[config.mk]
export PLATFORM = sky130hd
export DESIGN_NAME = controle_telas_flat
export DESIGN_NICKNAME = d
export VERILOG_FILES = /design/src/rtl/controle_telas_pkg.sv /design/src/rtl/controle_telas_if.sv /design/src/rtl/controle_telas_debounce_botao.sv /design/src/rtl/controle_telas.sv /design/src/flat_wrapper.sv
export SDC_FILE = /design/constraint.sdc
export NUM_CORES = 1
export LEC_CHECK = 0
export ABC_AREA = 1
export ABC_CLOCK_PERIOD_IN_PS = 2000
export BUFFER_PORTS_ARGS = -buffer_cell sky130_fd_sc_hd__buf_2
export CORE_ASPECT_RATIO = 1.2
export CORE_MARGIN = 1
export CORE_UTILIZATION = 45
export DETAILED_ROUTE_END_ITERATION = 10
export GPL_ROUTABILITY_DRIVEN = 1
export PLACE_DENSITY = 0.74
export SLEW_MARGIN = 20
export SYNTH_ARGS = -nofsm -noshare
export SYNTH_HDL_FRONTEND = slang
export SYNTH_SLANG_ARGS = --single-unit
[constraint.sdc]
create_clock -name clk -period 2 [get_ports clk]
set_clock_uncertainty 0.15 [all_clocks]
set_input_delay 0.1 -clock clk [delete_from_list [all_inputs] [get_ports clk]]
set_output_delay 0.1 -clock clk [all_outputs]
set_load 0.05 [all_outputs]
[src/rtl/controle_telas_pkg.sv]
// Shared definitions for the screen sequencer: state encoding (the screen
// selector decodes the same values), VGA counter width and width helpers.
package controle_telas_pkg;

   typedef enum logic [1:0] {
      ST_INICIAL = 2'd0,
      ST_JOGO    = 2'd1,
      ST_VITORIA = 2'd2,
      ST_DERROTA = 2'd3
   } estado_t;

   localparam int VGA_W = 10;

   // Bits needed to hold every value from 0 up to valor, never less than one.
   function automatic int largura(input int valor);
      return (valor < 2) ? 1 : $clog2(valor + 1);
   endfunction

   function automatic int maior(input int a, input int b);
      return (a > b) ? a : b;
   endfunction

endpackage

[src/rtl/controle_telas_if.sv]
// Bundle between the sequencer and its surroundings: VGA counters and game
// events come in, the screen selection and game-restart strobe go out.
interface controle_telas_if;
   import controle_telas_pkg::*;

   logic [VGA_W-1:0] h_counter;
   logic [VGA_W-1:0] v_counter;
   logic             vitoria;
   logic             derrota;
   estado_t          estado;
   logic             troca;
   logic             jogo_reset;
   logic             frame_tick;

   modport master (
      input  h_counter, v_counter, vitoria, derrota,
      output estado, troca, jogo_reset, frame_tick
   );

   modport slave (
      output h_counter, v_counter, vitoria, derrota,
      input  estado, troca, jogo_reset, frame_tick
   );

endinterface

[src/rtl/controle_telas_debounce_botao.sv]
// Start-button conditioning: two-flop synchronizer, a counter that only runs
// while the synced level stays high, and a single pulse per press.
module controle_telas_debounce_botao
   import controle_telas_pkg::*;
#(
   parameter int DEBOUNCE_CYC = 500000
) (
   input  logic clk,
   input  logic reset,
   input  logic btn,
   output logic press
);

   localparam int            CW     = largura(DEBOUNCE_CYC);
   localparam logic [CW-1:0] ALVO   = CW'(DEBOUNCE_CYC);
   localparam logic [CW-1:0] PENULT = CW'(DEBOUNCE_CYC - 1);

   logic          sync1;
   logic          sync2;
   logic [CW-1:0] cnt;

   // Bring the raw asynchronous button into the clock domain.
   always_ff @(posedge clk or negedge reset) begin
      if (!reset) begin
         sync1 <= 1'b0;
         sync2 <= 1'b0;
      end else begin
         sync1 <= btn;
         sync2 <= sync1;
      end
   end

   // Count consecutive high cycles, saturating so a held button cannot retrigger.
   always_ff @(posedge clk or negedge reset) begin
      if (!reset) begin
         cnt <= '0;
      end else if (!sync2) begin
         cnt <= '0;
      end else if (cnt != ALVO) begin
         cnt <= cnt + 1'b1;
      end
   end

   // Pulse exactly on the cycle the counter arrives at the debounce length.
   always_ff @(posedge clk or negedge reset) begin
      if (!reset) begin
         press <= 1'b0;
      end else begin
         press <= sync2 && (cnt == PENULT);
      end
   end

endmodule

[src/rtl/controle_telas.sv]
// Game screen sequencer: walks INICIAL -> JOGO -> VITORIA/DERROTA -> INICIAL,
// shows the state to the screen selector only at the start of vertical
// blanking, blinks the start screen and strobes a game restart.
module controle_telas
   import controle_telas_pkg::*;
#(
   parameter int DEBOUNCE_CYC = 500000,
   parameter int BLINK_FRAMES = 30,
   parameter int HOLD_FRAMES  = 60,
   parameter int AUTO_FRAMES  = 600,
   parameter int V_TICK       = 480
) (
   input logic             clk,
   input logic             reset,
   input logic             btn_start,
   controle_telas_if.master tela
);

   localparam int               FMAX    = maior(HOLD_FRAMES, AUTO_FRAMES);
   localparam int               FW      = largura(FMAX);
   localparam int               BW      = largura(BLINK_FRAMES);
   localparam logic [FW-1:0]    F_MAX   = FW'(FMAX);
   localparam logic [BW-1:0]    B_ULT   = BW'(BLINK_FRAMES - 1);
   localparam logic [VGA_W-1:0] V_LINHA = VGA_W'(V_TICK);

   logic          start_press;
   logic          casa;
   logic          casa_d;
   logic          frame_tick_r;
   logic          hold_ok;
   logic          auto_ok;
   estado_t       st;
   estado_t       estado_r;
   logic [FW-1:0] fcnt;
   logic [BW-1:0] bcnt;
   logic          troca_r;
   logic          jogo_reset_r;

   controle_telas_debounce_botao #(
      .DEBOUNCE_CYC(DEBOUNCE_CYC)
   ) u_debounce_botao (
      .clk   (clk),
      .reset (reset),
      .btn   (btn_start),
      .press (start_press)
   );

   assign casa = (tela.h_counter == '0) && (tela.v_counter == V_LINHA);

   // A zero hold time accepts presses immediately, so no comparison is built.
   if (HOLD_FRAMES == 0) begin : g_sem_hold
      assign hold_ok = 1'b1;
   end else begin : g_hold
      localparam logic [FW-1:0] F_HOLD = FW'(HOLD_FRAMES);
      assign hold_ok = (fcnt >= F_HOLD);
   end

   // Auto return exists only when a nonzero frame count is configured.
   if (AUTO_FRAMES == 0) begin : g_sem_auto
      assign auto_ok = 1'b0;
   end else begin : g_auto
      localparam logic [FW-1:0] F_AUTO = FW'(AUTO_FRAMES);
      assign auto_ok = (fcnt == F_AUTO);
   end

   // One tick per frame from the rising edge of the blanking match, even if the counters stall on it.
   always_ff @(posedge clk or negedge reset) begin
      if (!reset) begin
         casa_d       <= 1'b0;
         frame_tick_r <= 1'b0;
      end else begin
         casa_d       <= casa;
         frame_tick_r <= casa & ~casa_d;
      end
   end

   // Sequencer with its frame counter, blink counter and registered outputs.
   always_ff @(posedge clk or negedge reset) begin
      if (!reset) begin
         st           <= ST_INICIAL;
         estado_r     <= ST_INICIAL;
         troca_r      <= 1'b0;
         jogo_reset_r <= 1'b0;
         fcnt         <= '0;
         bcnt         <= '0;
      end else begin
         jogo_reset_r <= 1'b0;
         if (frame_tick_r) begin
            estado_r <= st;
         end
         case (st)
            ST_INICIAL: begin
               fcnt <= '0;
               if (start_press) begin
                  st           <= ST_JOGO;
                  jogo_reset_r <= 1'b1;
                  troca_r      <= 1'b0;
                  bcnt         <= '0;
               end else if (frame_tick_r) begin
                  if (bcnt == B_ULT) begin
                     bcnt    <= '0;
                     troca_r <= ~troca_r;
                  end else begin
                     bcnt <= bcnt + 1'b1;
                  end
               end
            end
            ST_JOGO: begin
               fcnt    <= '0;
               troca_r <= 1'b0;
               bcnt    <= '0;
               if (tela.derrota) begin
                  st <= ST_DERROTA;
               end else if (tela.vitoria) begin
                  st <= ST_VITORIA;
               end
            end
            default: begin
               troca_r <= 1'b0;
               bcnt    <= '0;
               if ((start_press && hold_ok) || auto_ok) begin
                  st   <= ST_INICIAL;
                  fcnt <= '0;
               end else if (frame_tick_r && (fcnt != F_MAX)) begin
                  fcnt <= fcnt + 1'b1;
               end
            end
         endcase
      end
   end

   assign tela.estado     = estado_r;
   assign tela.troca      = troca_r;
   assign tela.jogo_reset = jogo_reset_r;
   assign tela.frame_tick = frame_tick_r;

endmodule
[src/flat_wrapper.sv]
// flat-port wrapper written by rule: the top's interface ports become plain ports
module controle_telas_flat import controle_telas_pkg::*;
#(
   parameter int DEBOUNCE_CYC = 500000,
   parameter int BLINK_FRAMES = 30,
   parameter int HOLD_FRAMES  = 60,
   parameter int AUTO_FRAMES  = 600,
   parameter int V_TICK       = 480
)
  (clk, reset, btn_start, tela_h_counter, tela_v_counter, tela_vitoria, tela_derrota, tela_estado, tela_troca, tela_jogo_reset, tela_frame_tick);
  controle_telas_if tela_i ();
  input logic clk;
  input logic reset;
  input logic btn_start;
  input wire logic [$bits(tela_i.h_counter)-1:0] tela_h_counter;
  input wire logic [$bits(tela_i.v_counter)-1:0] tela_v_counter;
  input wire logic [$bits(tela_i.vitoria)-1:0] tela_vitoria;
  input wire logic [$bits(tela_i.derrota)-1:0] tela_derrota;
  output wire logic [$bits(tela_i.estado)-1:0] tela_estado;
  output wire logic [$bits(tela_i.troca)-1:0] tela_troca;
  output wire logic [$bits(tela_i.jogo_reset)-1:0] tela_jogo_reset;
  output wire logic [$bits(tela_i.frame_tick)-1:0] tela_frame_tick;
  assign tela_i.h_counter = tela_h_counter;
  assign tela_i.v_counter = tela_v_counter;
  assign tela_i.vitoria = tela_vitoria;
  assign tela_i.derrota = tela_derrota;
  assign tela_estado = tela_i.estado;
  assign tela_troca = tela_i.troca;
  assign tela_jogo_reset = tela_i.jogo_reset;
  assign tela_frame_tick = tela_i.frame_tick;
  controle_telas #(.DEBOUNCE_CYC(DEBOUNCE_CYC), .BLINK_FRAMES(BLINK_FRAMES), .HOLD_FRAMES(HOLD_FRAMES), .AUTO_FRAMES(AUTO_FRAMES), .V_TICK(V_TICK)) u_core (.clk(clk), .reset(reset), .btn_start(btn_start), .tela(tela_i));
endmodule
==> metrics.txt, run 1 <==
status=completed; share of final-layout standard cells stronger than drive strength 1=0.1556; maximum clock rate=0.5398 GHz; startpoint class of the critical path=primary input; number of endpoints with negative hold slack in the final report=0; minimum period implied by the final worst setup slack=~1.9 ns; type of destination of the critical path=flip-flop; Net Count, Synth=between 300 and 400; Initial Utilization=0.4789; number of antenna-violating nets in the routed design=0; crit-path cells=dlygate4sd3_1, buf_2, nor4_1, dlygate4sd3_1, nand2_1, nor3_1; distinct cell type count after synthesis=30; library cell contributing the largest single delay on the critical path=sky130_fd_sc_hd__dlygate4sd3_1; synthesized netlist cell count=approximately 310; # resized after CTS=0; met1 usage in global routing=0.2415; Top-Level Pins=30; cell type with the highest occurrence count on the critical path=sky130_fd_sc_hd__dlygate4sd3_1; clock latency reported for the late side of the worst-skew pair=0.31 ns; routed vias/inst=between 5 and 6; clock root cell=sky130_fd_sc_hd__clkbuf_8; sequential share of the synthesized area=0.4661; number of setup violations in the final report=0; # nets final=between 300 and 400; routability congestion estimate from global placement=around 0.9; final antenna diode count=0; TritonCTS clock tree=built; via count of the first global-routing pass=roughly 2.0k; average wire length per cell after detail routing=12.06 microns; final cycle utilization of the critical path=0.9262; biggest cell delay along the critical path=approximately 0.62 ns; IO Port Bufs=29; number of clock sinks seen by CTS=45; Die Footprint=between 5000 and 6000 sq um; synthesized area per cell=~7.9 sq um; worst slew pin tran=just over 0.5 ns; die span in y=roughly 82 microns; power density cells=between 500 and 600 nW/um^2; Seq cells post-synth=45; number of remaining DRC errors=0; met2 GRT Util=0.3689; number of detailed-route iterations in the first pass=4; Req. time, crit path=2.08 ns; number of cell rows=28; slew margin rel.=0.6540; DR vias=between 2k and 2.5k; most heavily used metal layer in global routing=met2; netlist area before placement=between 2000 and 2500 sq um; worst supply voltage drop on vdd=0.4206 mV; global-route congestion overflow total=0; DRC violation total after the first TritonRoute iteration=83; total wire length=~5000 microns; maximum buffer depth of the clock tree=2; data arrival time of the worst path=between 1.5 and 2 ns; Ys Warns=0; total of max-cap violations=0; summed negative setup slack over all endpoints=0 ns; maximum fanout along the worst path=2; crit path kind=primary input to flip-flop; Die X=about 69 microns; setup repair after global routing missed its margin=no; H-Tree Depth=2; utilization of the core after routing=0.5759; Min-Delay Path Class=primary input to asynchronous set/reset pin; count of final max-slew check failures=0; antenna violations before repair=0; pin count of the biggest net entering global routing=25; standby leakage power=between 1 and 1.5 nW; met3 usage=0.04121; clock-pin slew on the worst setup and hold paths=approximately 0.09 ns; core area=slightly above 5000 sq um; overall routing resource usage=0.2059; area grow syn2layout=20.25%; first-pass GRT wire length=8728 microns; DP HPWL=roughly 3700 microns; clock buffer count from CTS=5
critical path, delay by kind of cell:
family,cells,cell delay (ns)
buffers and inverters,3,1.29
and+or+nand+nor,3,0.54
layout by cell type (no fill, tap or decap), types with 5 or more instances in the layout:
master,instances
sky130_fd_sc_hd__buf_2,29
sky130_fd_sc_hd__nand3_1,19
sky130_fd_sc_hd__nor2_1,52
sky130_fd_sc_hd__nor3_1,9
sky130_fd_sc_hd__dlygate4sd3_1,14
sky130_fd_sc_hd__ha_1,6
sky130_fd_sc_hd__o21ai_0,11
sky130_fd_sc_hd__clkbuf_8,6
sky130_fd_sc_hd__inv_1,39
sky130_fd_sc_hd__nor4_1,5
sky130_fd_sc_hd__dfrtp_1,45
sky130_fd_sc_hd__a21oi_1,11
sky130_fd_sc_hd__nand2_1,65
sky130_fd_sc_hd__xor2_1,7
sky130_fd_sc_hd__nand4_1,9
cells in the mapped netlist:
library cell               instances  area [sq um]
sky130_fd_sc_hd__a211oi_1          1         7.510
sky130_fd_sc_hd__a21oi_1          11         55.05
sky130_fd_sc_hd__a31oi_1           3         18.77
sky130_fd_sc_hd__buf_2             2         10.01
sky130_fd_sc_hd__dfrtp_1          45          1126
sky130_fd_sc_hd__ha_1              6         75.07
sky130_fd_sc_hd__inv_1            39         146.4
sky130_fd_sc_hd__inv_2             2         7.510
sky130_fd_sc_hd__mux2i_1           1         10.01
sky130_fd_sc_hd__nand2_1          65         244.0
sky130_fd_sc_hd__nand2_2           3         18.77
sky130_fd_sc_hd__nand2_4           2         22.52
sky130_fd_sc_hd__nand3_1          19         95.09
sky130_fd_sc_hd__nand3b_1          2         15.01
sky130_fd_sc_hd__nand4_1           9         56.30
sky130_fd_sc_hd__nor2_1           52         195.2
sky130_fd_sc_hd__nor2_2            2         12.51
sky130_fd_sc_hd__nor2_4            2         22.52
sky130_fd_sc_hd__nor2_8            1         20.02
sky130_fd_sc_hd__nor3_1            9         45.04
sky130_fd_sc_hd__nor3_2            1         10.01
sky130_fd_sc_hd__nor3b_1           1         7.510
sky130_fd_sc_hd__nor4_1            5         31.28
sky130_fd_sc_hd__o21a_1            1         7.510
sky130_fd_sc_hd__o21ai_0          11         55.05
sky130_fd_sc_hd__o21ai_2           2         17.52
sky130_fd_sc_hd__o21bai_1          1         7.510
sky130_fd_sc_hd__o22ai_1           1         6.260
sky130_fd_sc_hd__xnor2_1           1         8.760
sky130_fd_sc_hd__xor2_1            7         61.31
layout make-up:
cell class,instances,area (sq um)
inverter,41,153.9
multi-input combinational,219,1126
fill,457,2140
clock inverter,2,13.76
sequential,45,1126
clock buffer,6,82.58
tap,60,75.07
timing repair buffer,47,327.8
power by group:
part           leakage [nW]  internal (mW)  switching, mW  total (mW)
clock                0.0512          0.280          0.311       0.592
sequential            0.611          0.916        0.00569       0.921
combinational         0.789         0.0482         0.0482      0.0964
total                  1.45           1.24          0.365        1.61
per-layer routing:
layer  part of all wire  up-vias  wire [microns]
met4              0.015        0              75
li1                   -     1089               -
met5                  0        -               0
met1               0.44      984            2206
met2               0.53       28            2663
met3              0.023        8             118
state kept, by name, indices dropped and copies added (netlist names):
signal                         count
u_core.st                          2
u_core.tela.estado                 2
u_core.casa_d                      1
u_core.bcnt                        5
u_core.u_debounce_botao.sync1      1
u_core.fcnt                       10
u_core.tela.troca                  1
u_core.u_debounce_botao.sync2      1
u_core.tela.frame_tick             1
u_core.tela.jogo_reset             1
u_core.u_debounce_botao.press      1
u_core.u_debounce_botao.cnt       19
what timing repair did:
action                                 in CTS  in global routing
hold buffers                               14                  0
endpoints found under the hold margin      45                  0
setup buffers                               0                  0
logic make-up (layout without fill, tap and decap cells):
kind of cell    Yosys count  after routing  synth area share
mux                       1              1          0.004143
simple gates            173            173            0.3294
xor+xnor                  8              8           0.02900
fa+ha+maj                 6              6           0.03107
compound gates           31             31           0.07251
flops                    45             45            0.4661
buf+inv                  43             96           0.06784
per-stage QoR:
step           setup WS, ns  area, sq um  std cells  power [mW]  hold slack (ns)
2_1_floorplan        0.3077         2416        307      0.9642          -0.3456
3_3_place_gp         0.4064         2669        398       1.016         -0.05341
3_5_place_dp         0.2888         2669        398       1.018         -0.04910
4_1_cts              0.2725         2905        420       1.627           0.1528
5_1_grt             0.05156         2905        420       1.676           0.2150
6_report             0.1476         2905        420       1.609           0.1483
final timing paths:
check	endpoint	depth (start not counted)	slack, ns	start
hold reg to reg	u_core.u_debounce_botao.sync2	0	0.20	u_core.u_debounce_botao.sync1
min in group clk	u_core.u_debounce_botao.sync2	0	0.20	u_core.u_debounce_botao.sync1
max in group asynchronous	u_core.u_debounce_botao.cnt[17]	3	1.04	reset
setup reg to reg	u_core.st[1]	9	0.28	u_core.fcnt[0]
setup / recovery	u_core.tela.frame_tick	6	0.15	tela_h_counter[5]
hold / removal	u_core.fcnt[6]	2	0.15	reset
(Power assumes the default switching activity.)
==> run 2: changes to the inputs <==
- ABC_CLOCK_PERIOD_IN_PS: 2000 -> 2200
- BUFFER_PORTS_ARGS: -buffer_cell sky130_fd_sc_hd__buf_2 -> unset
- DONT_BUFFER_PORTS: unset -> 1
- PLACE_DENSITY: 0.74 -> 0.7
- clock period: 2 -> 2.2 ns (I/O delays scaled with it)
==> run 2 against run 1 <==
Against the previous run: global-route usage fell by 2.3 points; via count decreased by 6.4%; design area shrank 5.0%; critical endpoint unchanged; largest cell class is now multi-input combinational cells.
==> metrics.txt, run 2 (synthesized netlist as in run 1, its figures left out) <==
# nets final=360 (-7.7%); die span in y=82.27 microns (unchanged); TritonCTS clock tree=built; overall routing resource usage=0.1832 (-0.02274); DR vias=1974 (-6.4%); share of final-layout standard cells stronger than drive strength 1=0.08788 (-0.06768); post-route worst hold slack=0.1299 ns (-0.01841 ns); number of setup violations in the final report=0 (unchanged); highest-count cells in the layout ignoring fill and taps=65 x sky130_fd_sc_hd__nand2_1, 52 x sky130_fd_sc_hd__nor2_1, 45 x sky130_fd_sc_hd__dfrtp_1, 39 x sky130_fd_sc_hd__inv_1, 19 x sky130_fd_sc_hd__nand3_1; clock buffer count from CTS=5 (unchanged); standby leakage power=1.314 nW (-9.5%); maximum clock rate=0.4862 GHz; number of endpoints with negative hold slack in the final report=0 (unchanged); total wire length=4664 microns (-7.9%); summed negative setup slack over all endpoints=0 ns (unchanged); type of destination of the critical path=flip-flop; setup repair after global routing missed its margin=no; status=completed; slew margin rel.=0.6662 (+0.01223); Min-Delay Path Class=primary input to asynchronous set/reset pin; clock root cell=sky130_fd_sc_hd__clkbuf_8; startpoint class of the critical path=primary input; Setup Fix Bufs, Post-CTS=0 (unchanged); routed vias/inst=5.062 (+0.80%); Die X=68.89 microns (unchanged); clock-pin slew on the worst setup and hold paths=0.09 ns (about the same); average wire length per cell after detail routing=11.96 microns (-0.83%); total of max-cap violations=0 (unchanged); final antenna diode count=0 (unchanged); number of cell rows=28 (unchanged); H-Tree Depth=2 (unchanged); worst slew pin tran=0.5006 ns (-0.01835 ns); via count of the first global-routing pass=1832 (-10%); count of final max-slew check failures=0 (unchanged); IO Port Bufs=0 (-100%); DRC violation total after the first TritonRoute iteration=103 (+24%); number of detailed-route iterations in the first pass=4 (unchanged); number of clock sinks seen by CTS=45 (unchanged); global-route congestion overflow total=0 (unchanged); crit path kind=primary input to flip-flop; Req. time, crit path=2.28 ns (+0.20 ns); most common cell after layout, fill and taps aside=sky130_fd_sc_hd__nand2_1; number of antenna-violating nets in the routed design=0 (unchanged); minimum period implied by the final worst setup slack=2.057 ns; area grow syn2layout=14.19%; final cycle utilization of the critical path=0.9350; pin count of the biggest net entering global routing=46 (+84%); clock latency reported for the late side of the worst-skew pair=0.30 ns (about the same); number of remaining DRC errors=0 (unchanged); Die Footprint=5667 sq um (unchanged); core area=5045 sq um (unchanged); Top-Level Pins=30 (unchanged); worst supply voltage drop on vdd=0.2770 mV (-34%); maximum buffer depth of the clock tree=2 (unchanged); first-pass GRT wire length=7665 microns (-12%); final instance area=2759 sq um (-5.0%); power density cells=520.4 nW/um^2 (-6.1%); flip-flop count of the largest register, all copies and words added=19 (unchanged); maximum fanout along the worst path=2 (unchanged); routability congestion estimate from global placement=0.9080 (+0.64%); register with the most flip-flops=u_core.u_debounce_botao.cnt; Initial Utilization=0.4789 (unchanged); DP HPWL=3338 microns (-8.7%); placed cell count=368 (-7.5%); number of cells in the finished layout apart from fillers=390 (-7.1%); data arrival time of the worst path=2.14 ns (+0.21 ns); biggest regs=u_core.u_debounce_botao.cnt x19, u_core.fcnt x10, u_core.bcnt x5; total power consumption of the routed design=1.436 mW (-11%); antenna violations before repair=0 (unchanged); area post-placement=2504 sq um (-6.2%)
[run 2: repair_timing]
action	in CTS	in global routing
endpoints found under the hold margin	50	2
hold buffers	11	4
gates resized for setup	0	2
setup endpoints to repair	0	1
[run 2: per-layer routing]
layer / share of wire / global-route usage / up-vias
li1: - / - / 1031
met1: 0.45 / 0.2026 / 912
met2: 0.51 / 0.3272 / 23
met3: 0.021 / 0.04533 / 8
met4: 0.018 / 0.07551 / 0
met5: 0 / 0 / -
[run 2: final timing paths]
kind	startpoint	endpoint	slack (ns)	depth (start not counted)
max reg2reg	u_core.u_debounce_botao.cnt[1]	u_core.u_debounce_botao.cnt[16]	0.52	7
min	reset	u_core.st[1]	0.13	2
min reg2reg	u_core.u_debounce_botao.sync1	u_core.u_debounce_botao.sync2	0.20	0
max in group asynchronous	reset	u_core.casa_d	1.56	2
min in group clk	u_core.u_debounce_botao.sync1	u_core.u_debounce_botao.sync2	0.20	0
max	tela_h_counter[6]	u_core.tela.frame_tick	0.14	6
[run 2: cell type report]
class,instances,area (sq um)
fill,468,2286
multi-input combinational,219,1137
sequential,45,1126
timing repair buffer,17,172.7
inverter,41,153.9
tap,60,75.07
clock buffer,5,68.82
clock inverter,3,25.02
[run 2: through the flow]
stage / setup WS [ns] / util
5_1_grt: 0.04021 / 0.5469
6_report: 0.1431 / 0.5469
4_1_cts: 0.09979 / 0.5387
2_1_floorplan: 0.5077 / -
3_3_place_gp: 0.5909 / 0.4963
3_5_place_dp: 0.5492 / 0.4963
[run 2: worst max-delay path, cell delays in order]
cell and delay [ns]:
sky130_fd_sc_hd__dlygate4sd3_1 0.53, sky130_fd_sc_hd__nor4_1 0.14, sky130_fd_sc_hd__dlygate4sd3_1 0.58, sky130_fd_sc_hd__nand2_1 0.04, sky130_fd_sc_hd__dlygate4sd3_1 0.59, sky130_fd_sc_hd__nor3_2 0.15
[run 2: where the power goes]
group / switching, mW / internal (mW) / leakage [nW] / total (mW)
Clock: 0.302 / 0.232 / 0.0452 / 0.533
Sequential: 0.00531 / 0.832 / 0.611 / 0.838
Combinational: 0.0367 / 0.0281 / 0.658 / 0.0648
